<file path="config.mk">
export PLATFORM = sky130hd
export DESIGN_NAME = pipe_wall
export DESIGN_NICKNAME = d
export VERILOG_FILES = /design/src/rtl/pipe_wall.sv
export SDC_FILE = /design/constraint.sdc
export NUM_CORES = 1
export LEC_CHECK = 0
export BUFFER_PORTS_ARGS = -buffer_cell sky130_fd_sc_hd__buf_2
export CAP_MARGIN = 20
export CORE_MARGIN = 10
export CORE_UTILIZATION = 48
export DETAILED_ROUTE_END_ITERATION = 7
export GPL_TIMING_DRIVEN = 0
export MAX_ROUTING_LAYER = met4
export PLACE_DENSITY = 0.8
export SYNTH_ARGS = -nofsm -noshare
export SYNTH_HDL_FRONTEND = slang
export SYNTH_SLANG_ARGS = --single-unit
</file>
<file path="constraint.sdc">
create_clock -name clock -period 1.8 [get_ports clock]
set_clock_uncertainty 0.05 [all_clocks]
set_input_delay 0.09 -clock clock [delete_from_list [all_inputs] [get_ports clock]]
set_output_delay 0.09 -clock clock [all_outputs]
set_load 0.05 [all_outputs]
</file>
<file path="src/rtl/pipe_wall.sv">
// Parametrised pipeline register wall: per-stage valid/payload with stall (hold) and flush (bubble).
// Optional performance counters are built when PIPE_WALL_PERF_EN is defined.
module pipe_wall #(
   parameter int WIDTH = 32,
   parameter int DEPTH = 3
) (
   input  logic                   clock,
   input  logic                   reset_n,
   input  logic                   iVALID,
   input  logic [WIDTH-1:0]       iDATA,
   input  logic [DEPTH-1:0]       iSTALL,
   input  logic [DEPTH-1:0]       iFLUSH,
   output logic                   oVALID,
   output logic [WIDTH-1:0]       oDATA,
   output logic [DEPTH-1:0]       oTAP_VALID,
   output logic [DEPTH*WIDTH-1:0] oTAP_DATA
`ifdef PIPE_WALL_PERF_EN
   ,
   output logic [15:0]            oSTALL_COUNT,
   output logic [15:0]            oBUBBLE_COUNT
`endif
);

   // Handshake: iVALID qualifies iDATA; there is no ready. While stage 0 is held
   // (any stall at or above it) the capture is skipped, so upstream keeps
   // iVALID/iDATA stable until the hold drops. Stage k passes its content to
   // stage k+1 only when stage k itself is not held.

   logic [DEPTH-1:0] stageValid;
   logic [WIDTH-1:0] stageData [DEPTH];
   logic [DEPTH-1:0] holdEff;
   logic [DEPTH-1:0] flushEff;
   logic [DEPTH-1:0] srcValid;
   logic [WIDTH-1:0] srcData [DEPTH];

   // Stall and flush both propagate from older stages toward younger ones.
   always_comb begin
      holdEff  = '0;
      flushEff = '0;
      holdEff[DEPTH-1]  = iSTALL[DEPTH-1];
      flushEff[DEPTH-1] = iFLUSH[DEPTH-1];
      for (int k = DEPTH - 2; k >= 0; k--) begin
         holdEff[k]  = holdEff[k+1] | iSTALL[k];
         flushEff[k] = flushEff[k+1] | iFLUSH[k];
      end
   end

   // A held predecessor feeding an unheld stage appears as a bubble.
   always_comb begin
      srcValid   = '0;
      srcValid[0] = iVALID;
      srcData[0]  = iDATA;
      for (int k = 1; k < DEPTH; k++) begin
         srcValid[k] = stageValid[k-1] & ~holdEff[k-1];
         srcData[k]  = stageData[k-1];
      end
   end

   always_ff @(negedge clock or negedge reset_n) begin
      if (!reset_n) begin
         stageValid <= '0;
         for (int k = 0; k < DEPTH; k++) begin
            stageData[k] <= '0;
         end
      end else begin
         for (int k = 0; k < DEPTH; k++) begin
            if (flushEff[k]) begin
               stageValid[k] <= 1'b0;
            end else if (!holdEff[k]) begin
               stageValid[k] <= srcValid[k];
               if (srcValid[k]) begin
                  stageData[k] <= srcData[k];
               end
            end
         end
      end
   end

   assign oVALID     = stageValid[DEPTH-1];
   assign oDATA      = stageData[DEPTH-1];
   assign oTAP_VALID = stageValid;

   for (genvar g = 0; g < DEPTH; g++) begin : gTap
      assign oTAP_DATA[g*WIDTH +: WIDTH] = stageData[g];
   end

`ifdef PIPE_WALL_PERF_EN
   // Saturating counters; only reset clears them.
   always_ff @(negedge clock or negedge reset_n) begin
      if (!reset_n) begin
         oSTALL_COUNT  <= '0;
         oBUBBLE_COUNT <= '0;
      end else begin
         if ((|iSTALL) && (oSTALL_COUNT != 16'hFFFF)) begin
            oSTALL_COUNT <= oSTALL_COUNT + 16'd1;
         end
         if (!stageValid[DEPTH-1] && (oBUBBLE_COUNT != 16'hFFFF)) begin
            oBUBBLE_COUNT <= oBUBBLE_COUNT + 16'd1;
         end
      end
   end
`endif

endmodule
</file>
Word-level counts from Yosys, hierarchy flattened
Cells that the tools add are included.
{ "word_totals": {"ff_bits": 99, "input_bits": 41, "output_inout_bits": 132, "elab_cells": 30} }
{ "classes": {"n_eq_ne": 3, "n_mux": 6, "n_bitwise": 12, "reduce_logical": 3} }
{ "op_table": {"columns": ["operator", "count"], "rows": [
  ["3-bit AND reduction", 3],
  ["1-bit two-way mux", 6],
  ["2-bit by 1-bit != test with 1-bit output (second input constant)", 3],
  ["1-bit NOT", 6],
  ["1-bit OR", 4],
  ["1-bit AND", 2]
]} }

Depth between registers and ports, before layout
Gate-level depths: netlist of run 1.
{ "logic_depth": {"depth_word": 6, "ltp_mapped": 4, "mapped_depth_nobuf": 3} }

==> out/metrics.cfg, run 1 <==
[logic_synthesis]
ys_warn_count=0
total_standard_cell_area_after_synthesis_um2=4120
synthesis.instances=249
syn_nets=290
synth_seq_cells=99
synth_largest_area_cell=sky130_fd_sc_hd__dfrtn_1
synth.lib_cells_used.distinct=17
yosys.area.top_type_share_pct=60.1
synth_area_per_cell_um2=16.6
synth_area_leaders=sky130_fd_sc_hd__dfrtn_1, sky130_fd_sc_hd__mux2_2, sky130_fd_sc_hd__mux2_4
synth-seq-area-share_pct=60.1

[timing]
timing.final.setup_violations=228
final-hold-violation-count=0
fin_setup_tns_ns=-56.93
pins_over_their_slew_limit=0
timing.slew.headroom_pct=56.1
hold-worst-slack_ns=0.462
timing.final.ws_setup_ns=-0.390
grt_setup_unrepaired=yes
worst_pin_slew_ns=0.658

[routing]
top_signal_layer_used=met4
drc_violations_left=0
routedWlPerCell_um=27.5
detail_routed_via_count_per_cell=5.26
first_pass_iters=4
postRouteAntennaNets=0
wirelength_um=18200
route.layer.met1.wl_um=6530
wl_met3_um=1240
dr.first_iter.drc_count=157
met2_length_um=9790
num_vias=3487

[clock_network]
clk_pin_slew_worst_paths_ns=0.07
clock-sinks=99
ctsLongestPathBuffers=2
ctsRootBufferMaster=sky130_fd_sc_hd__clkbuf_8
cts_tree=built
numCtsBuffers=9
htree_num_levels=3
insertion_delay_ns=0.34

[global_routing]
first_global_vias=3898
pin_count_of_the_biggest_net_entering_global_routing=56
grt_overflow=0
antenna_found_initial=2
grt_first_pass_wirelength_um=23600
gr-usage-all-layers_pct=24.6

[die]
num_rows=33
die-width_um=113
fp.coreArea_um2=8300
die-height_um=113
boundaryPins=173
initial_core_util_pct=49.7
dieArea_um2=12700

[cells_and_area]
final_non_filler_cell_total=663
syn2layout_area_growth_pct=89.0
nets=592
layout-drive-gt1-share_pct=80.8

[setup_path]
critical_path.endpoint_type=primary output
crit-reg2reg-launch=oTAP_VALID[1]
setup.worst_path.start_class=flop
reg2reg_setup_slack_ns=-0.21
worstSetupStartpoint=oDATA[22]
crit_arrival_ns=2.05
critical_path_fanout_max=3
data_required_time_of_the_critical_path_ns=1.66
critical_path_class=flop to primary output
rr_worst_depth=7

[power]
power.density_nw_per_um2=689
leakage_nw=4.21
max-vdd-ir-drop_mv=0.567

[min_path]
min_from=oTAP_DATA[36]
hold_path_cells=1
hold_path_class=flop to flop

[job]
max_cap_violations=0

[outcome]
failed_checks=setup timing
outcome=finished, violations left

[placed_design]
count_of_input_and_output_buffers=172
gp_congestion=0.700
place.detailed.instances=527
post-dp-hpwl_um=7810

-- worst max-delay path, cell delays in order, from the launching register on --
cell and delay [ns]:
sky130_fd_sc_hd__dfrtn_1 0.53, sky130_fd_sc_hd__buf_6 0.14, sky130_fd_sc_hd__buf_8 0.13
-- final cells by class --
class                      count  area [um^2]
antenna                        2         5.00
buffer                        41          503
clock buffer                  12          145
clock inverter                 4         97.6
fill                         227          505
multi-input combinational    108         1460
sequential                    99         2480
tap                          105          131
timing repair buffer         292         2970
-- per-stage QoR --
| step | util [%] | cell area, um^2 | total power [W] | worst slack, ns |
|---|---|---|---|---|
| 5_1_grt | 93.9 | 7790 | 0.00549 | -0.401 |
| 2_1_floorplan | - | 4260 | 0.00294 | -0.342 |
| 3_3_place_gp | 63.2 | 5250 | 0.00316 | -1.14 |
| 3_5_place_dp | 63.6 | 5280 | 0.00319 | -0.717 |
| 4_1_cts | 90.2 | 7480 | 0.00518 | -0.307 |
| 6_report | 93.9 | 7790 | 0.00537 | -0.390 |
-- layout by cell type, fill, tap and decap left out --
cell type	n
sky130_fd_sc_hd__bufinv_16	3
sky130_fd_sc_hd__nand3_4	2
sky130_fd_sc_hd__o21bai_1	1
sky130_fd_sc_hd__nor2_2	1
sky130_fd_sc_hd__nor3_4	2
sky130_fd_sc_hd__mux2i_1	1
sky130_fd_sc_hd__nand2_1	2
sky130_fd_sc_hd__buf_4	101
sky130_fd_sc_hd__diode_2	2
sky130_fd_sc_hd__buf_16	5
sky130_fd_sc_hd__o211ai_1	1
sky130_fd_sc_hd__buf_6	142
sky130_fd_sc_hd__clkinvlp_4	1
sky130_fd_sc_hd__buf_2	35
sky130_fd_sc_hd__nor4b_4	1
sky130_fd_sc_hd__buf_8	39
sky130_fd_sc_hd__buf_12	11
sky130_fd_sc_hd__clkbuf_1	2
sky130_fd_sc_hd__nor2b_1	1
sky130_fd_sc_hd__clkbuf_8	10
sky130_fd_sc_hd__mux2_4	65
sky130_fd_sc_hd__mux2_2	31
sky130_fd_sc_hd__dfrtn_1	99
-- path summary, 6_finish.rpt --
| check | to |
|---|---|
| min | oDATA[4] |
| min in group asynchronous | oDATA[29] |
| min reg2reg | oDATA[4] |
| max | oTAP_DATA[86] |
| max reg2reg | oDATA[18] |
| max in group asynchronous | oTAP_DATA[16] |
-- registers in the layout, indices dropped and copies added, names as in the netlist --
register    flops
oTAP_VALID      3
oTAP_DATA      64
oDATA          32
-- logic make-up after synthesis --
| group | Yosys count | synth area share (%) |
|---|---|---|
| flip-flops | 99 | 60.1 |
| buffers and inverters | 42 | 8.19 |
| multiplexers | 97 | 29.2 |
| AND/OR/NAND/NOR | 9 | 2.18 |
| AO/OA/AOI/OAI | 2 | 0.364 |
-- synth_stat cells --
library cell and count:
sky130_fd_sc_hd__mux2_2 62, sky130_fd_sc_hd__nand3_4 1, sky130_fd_sc_hd__dfrtn_1 99, sky130_fd_sc_hd__nor4b_4 1, sky130_fd_sc_hd__nor2b_1 1, sky130_fd_sc_hd__o211ai_1 1, sky130_fd_sc_hd__nand2_1 2, sky130_fd_sc_hd__nand3_2 1
sky130_fd_sc_hd__nor2_1 1, sky130_fd_sc_hd__nor3_4 1, sky130_fd_sc_hd__buf_6 6, sky130_fd_sc_hd__buf_4 36, sky130_fd_sc_hd__mux2_4 30, sky130_fd_sc_hd__mux2_1 4, sky130_fd_sc_hd__nor3_1 1, sky130_fd_sc_hd__o21bai_1 1
sky130_fd_sc_hd__mux2i_1 1
-- metal layers --
| layer | GRT usage (%) | up-vias |
|---|---|---|
| li1 | - | 1434 |
| met1 | 26.6 | 1823 |
| met2 | 42.3 | 184 |
| met3 | 7.13 | 46 |
| met4 | 8.80 | 0 |
| met5 | - | - |
-- power breakdown --
| group | switching, W | leakage (nW) | internal [W] | total [W] |
|---|---|---|---|---|
| registers | 0.0000985 | 1.36 | 0.00234 | 0.00244 |
| clock network | 0.000832 | 0.117 | 0.000965 | 0.00180 |
| logic | 0.000631 | 2.73 | 0.000506 | 0.00114 |
| total | 0.00156 | 4.21 | 0.00381 | 0.00537 |
-- what timing repair did --
action	4_1_cts	5_1_grt
gates cloned	7	0
setup endpoints to repair	225	229
hold buffers	0	0
pin swaps	5	2
buffers inserted	77	39
gates resized for setup	349	33
Note: power is estimated with default switching activity, not from simulation.
==> run 2: changes to the inputs <==
- CTS_BUF_LIST: unset -> sky130_fd_sc_hd__clkbuf_16
==> out/metrics.cfg, run 2 (synthesized netlist as in run 1, its figures left out) <==
[cells_and_area]
final_common_cell=sky130_fd_sc_hd__buf_6
nets=595
final_cell_mix=sky130_fd_sc_hd__buf_6, sky130_fd_sc_hd__buf_4, sky130_fd_sc_hd__dfrtn_1
layout-drive-gt1-share_pct=80.7
largest_register_ffs=64
diodes=0
syn2layout_area_growth_pct=92.1

[power]
switchingPower_w=0.00162
internal_power_w=0.00419
max-vdd-ir-drop_mv=0.609
clock_power_share_pct=38.6
comb_power_share_pct=19.4
pwr-share-seq_pct=42.0
sw_frac_of_total_pct=27.9
leakage_nw=4.28
fin_total_pwr_w=0.00581
power.density_nw_per_um2=733

[timing]
pins_over_their_slew_limit=0
timing.slew.headroom_pct=58.9
worst_pin_slew_ns=0.617
timing.final.setup_violations=229
fin_setup_tns_ns=-51.68
final-hold-violation-count=0
timing.final.ws_setup_ns=-0.389
grt_setup_unrepaired=yes

[global_routing]
gr-usage-all-layers_pct=24.2
first_global_vias=3810
grt_overflow=0
pin_count_of_the_biggest_net_entering_global_routing=56
antenna_found_initial=0
grt_first_pass_wirelength_um=23300

[die]
initial_core_util_pct=49.7
fp.coreArea_um2=8300
boundaryPins=173
dieArea_um2=12700
num_rows=33
die-width_um=113
die-height_um=113

[min_path]
hold_path_class=flop to flop
min_from=oTAP_DATA[37]

[setup_path]
timing.critical_path.cells=buf_6, buf_12
crit-reg2reg-launch=oTAP_VALID[1]
cpPeakStageDelay_ns=0.52
data_required_time_of_the_critical_path_ns=1.66
critical_path.endpoint_type=primary output
critical_path_class=flop to primary output
library_cell_contributing_the_largest_single_delay_on_the_critical_path=sky130_fd_sc_hd__dfrtn_1
setup.worst_path.start_class=flop
critical_path_fanout_max=3
worstSetupStartpoint=oDATA[1]
crit_arrival_ns=2.05

[outcome]
failed_checks=setup timing
outcome=finished, violations left

[routing]
wirelength_um=19400
first_pass_iters=4
detail_routed_via_count_per_cell=5.39
postRouteAntennaNets=0
routedWlPerCell_um=29.2
num_vias=3576
dr.first_iter.drc_count=191
drc_violations_left=0

[clock_network]
insertion_delay_ns=0.34
cts_tree=built
ctsRootBufferMaster=sky130_fd_sc_hd__clkbuf_16
clk_pin_slew_worst_paths_ns=0.06
htree_num_levels=3
clock-sinks=99
numCtsBuffers=9
ctsLongestPathBuffers=2

[job]
max_cap_violations=0

[placed_design]
count_of_input_and_output_buffers=172
post-dp-hpwl_um=7810
placement.setup.worst_slack_ns=-0.717
gp_congestion=0.700

## run 2: cell count changes in the layout (fill, tap and decap cells not counted), sizes merged
cell	change
clkbuf	-2
diode	-2
clkinv	+1
buf	+2
inv	+2
## run 2: worst paths after layout
check / endpoint / slack, ns / cells after the start
min in group asynchronous: oTAP_DATA[62] / 0.49 / 1
worst min register to register: oDATA[5] / 0.47 / 1
max in group asynchronous: oTAP_DATA[50] / 0.49 / 2
worst min-delay path: oDATA[5] / 0.47 / 1
worst max-delay path: oTAP_DATA[65] / -0.39 / 2
worst max register to register: oDATA[13] / -0.13 / 7
## run 2: worst max-delay path: cells and delay by family (launching register included)
family	cells	cell delay, ns
DFF	1	0.52
buffers and inverters	2	0.28
## run 2: power groups by stage
stage                     clock, W  sequential, W  combinational [W]
after global placement           0        0.00245           0.000715
final                      0.00224        0.00244            0.00113
after global routing       0.00231        0.00245            0.00116
after floorplan                  0        0.00279           0.000148
after CTS                  0.00216        0.00242            0.00102
after detailed placement         0        0.00246           0.000734
## run 2: repair_timing
item / 4_1_cts / 5_1_grt
hold buffers: 0 / 0
gates cloned: 7 / 1
setup buffers: 78 / 41
resized for setup: 352 / 32
pin swaps: 5 / 2
endpoints found under the setup margin: 225 / 228
## run 2: per-stage QoR
stage | hold slack [ns] | instances | utilization, % | instance area, um^2
3_3_place_gp | 0.414 | 526 | 63.2 | 5250
2_1_floorplan | 0.536 | 249 | - | 4260
6_report | 0.468 | 664 | 95.5 | 7920
5_1_grt | 0.487 | 664 | 95.5 | 7920
4_1_cts | 0.450 | 628 | 91.5 | 7590
3_5_place_dp | 0.421 | 527 | 63.6 | 5280
## run 2: final cells by class
cell class	instances	area, um^2
Buffer	41	512
Clock buffer	9	225
Clock inverter	7	109
Fill cell	179	377
Multi-Input combinational cell	108	1470
Sequential cell	99	2480
Tap cell	105	131
Timing Repair Buffer	295	3000
## run 2: layer usage
layer / global-route usage, % / vias to the layer above / routed length, um
met5: - / - / 0
met4: 7.87 / 0 / 939
met3: 6.34 / 70 / 1440
met2: 42.9 / 237 / 10200
met1: 25.8 / 1829 / 6790
li1: - / 1440 / -
==> run 3: changes to the inputs <==
- CORE_UTILIZATION: 48 -> 37
- PLACE_DENSITY: 0.8 -> unset
==> out/metrics.cfg, run 3 (synthesized netlist as in run 1, its figures left out) <==
[outcome]
outcome=finished, violations left
failed_checks=setup timing

[power]
clock_power_share_pct=40.6
power.density_nw_per_um2=744
leakage_nw=4.14
pwr-share-seq_pct=41.8
sw_frac_of_total_pct=25.6
switchingPower_w=0.00148
max-vdd-ir-drop_mv=0.517
comb_power_share_pct=17.7
internal_power_w=0.00431

[setup_path]
reg2reg_setup_slack_ns=0.09
r2r_end=oDATA[16]
critical_path_class=flop to primary output
critical_path.endpoint_type=primary output
critical_path_fanout_max=3
crit-reg2reg-launch=oTAP_VALID[1]
setup.worst_path.start_class=flop
timing.critical_path.cells=buf_6, buf_8
data_required_time_of_the_critical_path_ns=1.66
library_cell_contributing_the_largest_single_delay_on_the_critical_path=sky130_fd_sc_hd__dfrtn_1
crit_arrival_ns=2.00
cpPeakStageDelay_ns=0.50
rr_worst_depth=6

[clock_network]
cts_tree=built
insertion_delay_ns=0.35
ctsLongestPathBuffers=2
htree_num_levels=3
cts_hold_buf=0
clock-sinks=99
ctsRootBufferMaster=sky130_fd_sc_hd__clkbuf_16
numCtsBuffers=9
clk_pin_slew_worst_paths_ns=0.05

[global_routing]
antenna_found_initial=1
first_global_vias=3398
grt_first_pass_wirelength_um=19500
grt_overflow=0
gr-usage-all-layers_pct=16.1
pin_count_of_the_biggest_net_entering_global_routing=61

[timing]
timing.final.setup_violations=228
worst_pin_slew_ns=0.783
grt_setup_unrepaired=yes
timing.final.ws_setup_ns=-0.344
timing.slew.headroom_pct=47.8
pins_over_their_slew_limit=0
final-hold-violation-count=0

[cells_and_area]
final_design_area_no_fill_um2=7790
combined_area_of_the_multi_input_logic_cells_um2=1460
nets=566
num-fill-cells=709
largest_register_ffs=64
syn2layout_area_growth_pct=88.8
final_common_cell=sky130_fd_sc_hd__buf_6
layout-drive-gt1-share_pct=80.0
final_cell_mix=sky130_fd_sc_hd__buf_6, sky130_fd_sc_hd__dfrtn_1, sky130_fd_sc_hd__buf_4
seqCellArea_um2=2480
final_non_filler_cell_total=671

[routing]
num_vias=3057
routedWlPerCell_um=19.2
postRouteAntennaNets=0
dr.first_iter.drc_count=144
drc_violations_left=0
first_pass_iters=4
wirelength_um=12900
detail_routed_via_count_per_cell=4.56

[min_path]
destination_of_the_worst_hold_path=oTAP_DATA[8]
hold_path_cells=1
min_from=oTAP_DATA[8]
hold_path_class=flop to flop

[placed_design]
place_area_um2=5310
gp_congestion=0.737
count_of_input_and_output_buffers=172
placement.setup.worst_slack_ns=-0.718
place.detailed.instances=562
post-dp-hpwl_um=7790

[die]
num_rows=38
die-width_um=126
fp.coreArea_um2=10900
dieArea_um2=15800
initial_core_util_pct=37.9
die-height_um=126
boundaryPins=173

[job]
max_cap_violations=0

==> run 3: cell types whose count changed in the layout (fill, tap and decap cells not counted), sizes merged <==
cell / previous run / this run
clkinv: 1 / 2
diode: 0 / 1
clkinvlp: 1 / 0
buf: 335 / 306
inv: 2 / 1
bufinv: 3 / 4
==> run 3: cell type report <==
type,count,share of cell area (%)
antenna,1,0.0321
buffer,39,6.19
clock buffer,9,2.89
clock inverter,7,1.78
multi-input combinational,108,18.8
sequential,99,31.8
tap,140,2.25
timing repair buffer,268,36.3
==> run 3: stage by stage <==
step	total power [W]	utilization [%]	hold WS, ns	setup TNS (ns)
3_5_place_dp	0.00319	48.8	0.413	-57.46
5_1_grt	0.00598	71.5	0.467	-52.41
6_report	0.00579	71.5	0.449	-45.19
4_1_cts	0.00581	69.2	0.442	-44.76
3_3_place_gp	0.00317	48.6	0.407	-179.27
2_1_floorplan	0.00294	-	0.536	-32.77
==> run 3: critical path, delay by kind of cell, from the launching register on <==
kind | cells | cell delay [ns]
buf+inv | 2 | 0.26
flops | 1 | 0.50
==> run 3: power groups by stage <==
stage	combinational, W	clock (W)	sequential, W
after global placement	0.000718	0	0.00245
after detailed placement	0.000731	0	0.00246
after CTS	0.00101	0.00239	0.00242
after floorplan	0.000148	0	0.00279
final	0.00102	0.00235	0.00242
after global routing	0.00107	0.00247	0.00243
==> run 3: worst max-delay path by stage <==
stage	slack [ns]	depth (start not counted)	start	endpoint
CTS	-0.32	2	oDATA[8]	oTAP_DATA[72]
detailed placement	-0.72	4	iFLUSH[2]	oDATA[17]
floorplan	-0.34	3	iFLUSH[2]	oDATA[10]
global placement	-1.25	1	reset_n	oTAP_DATA[15]
finish	-0.34	2	oTAP_VALID[2]	oTAP_VALID[2]
global route	-0.37	2	oDATA[13]	oTAP_DATA[77]
==> run 3: layer usage <==
| metal | global-route usage [%] | part of all wire [%] |
|---|---|---|
| met2 | 26.0 | 51 |
| met5 | - | 0 |
| met1 | 18.5 | 41 |
| met4 | 5.28 | 1.2 |
| met3 | 5.20 | 6.9 |
==> run 3: timing repair <==
item                                    in CTS  in global routing
cloned                                       7                  2
pin swaps                                    5                  2
buffers inserted                            65                 25
hold endpoints to repair                     0                  0
resized for setup                          354                 35
endpoints found under the setup margin     225                228
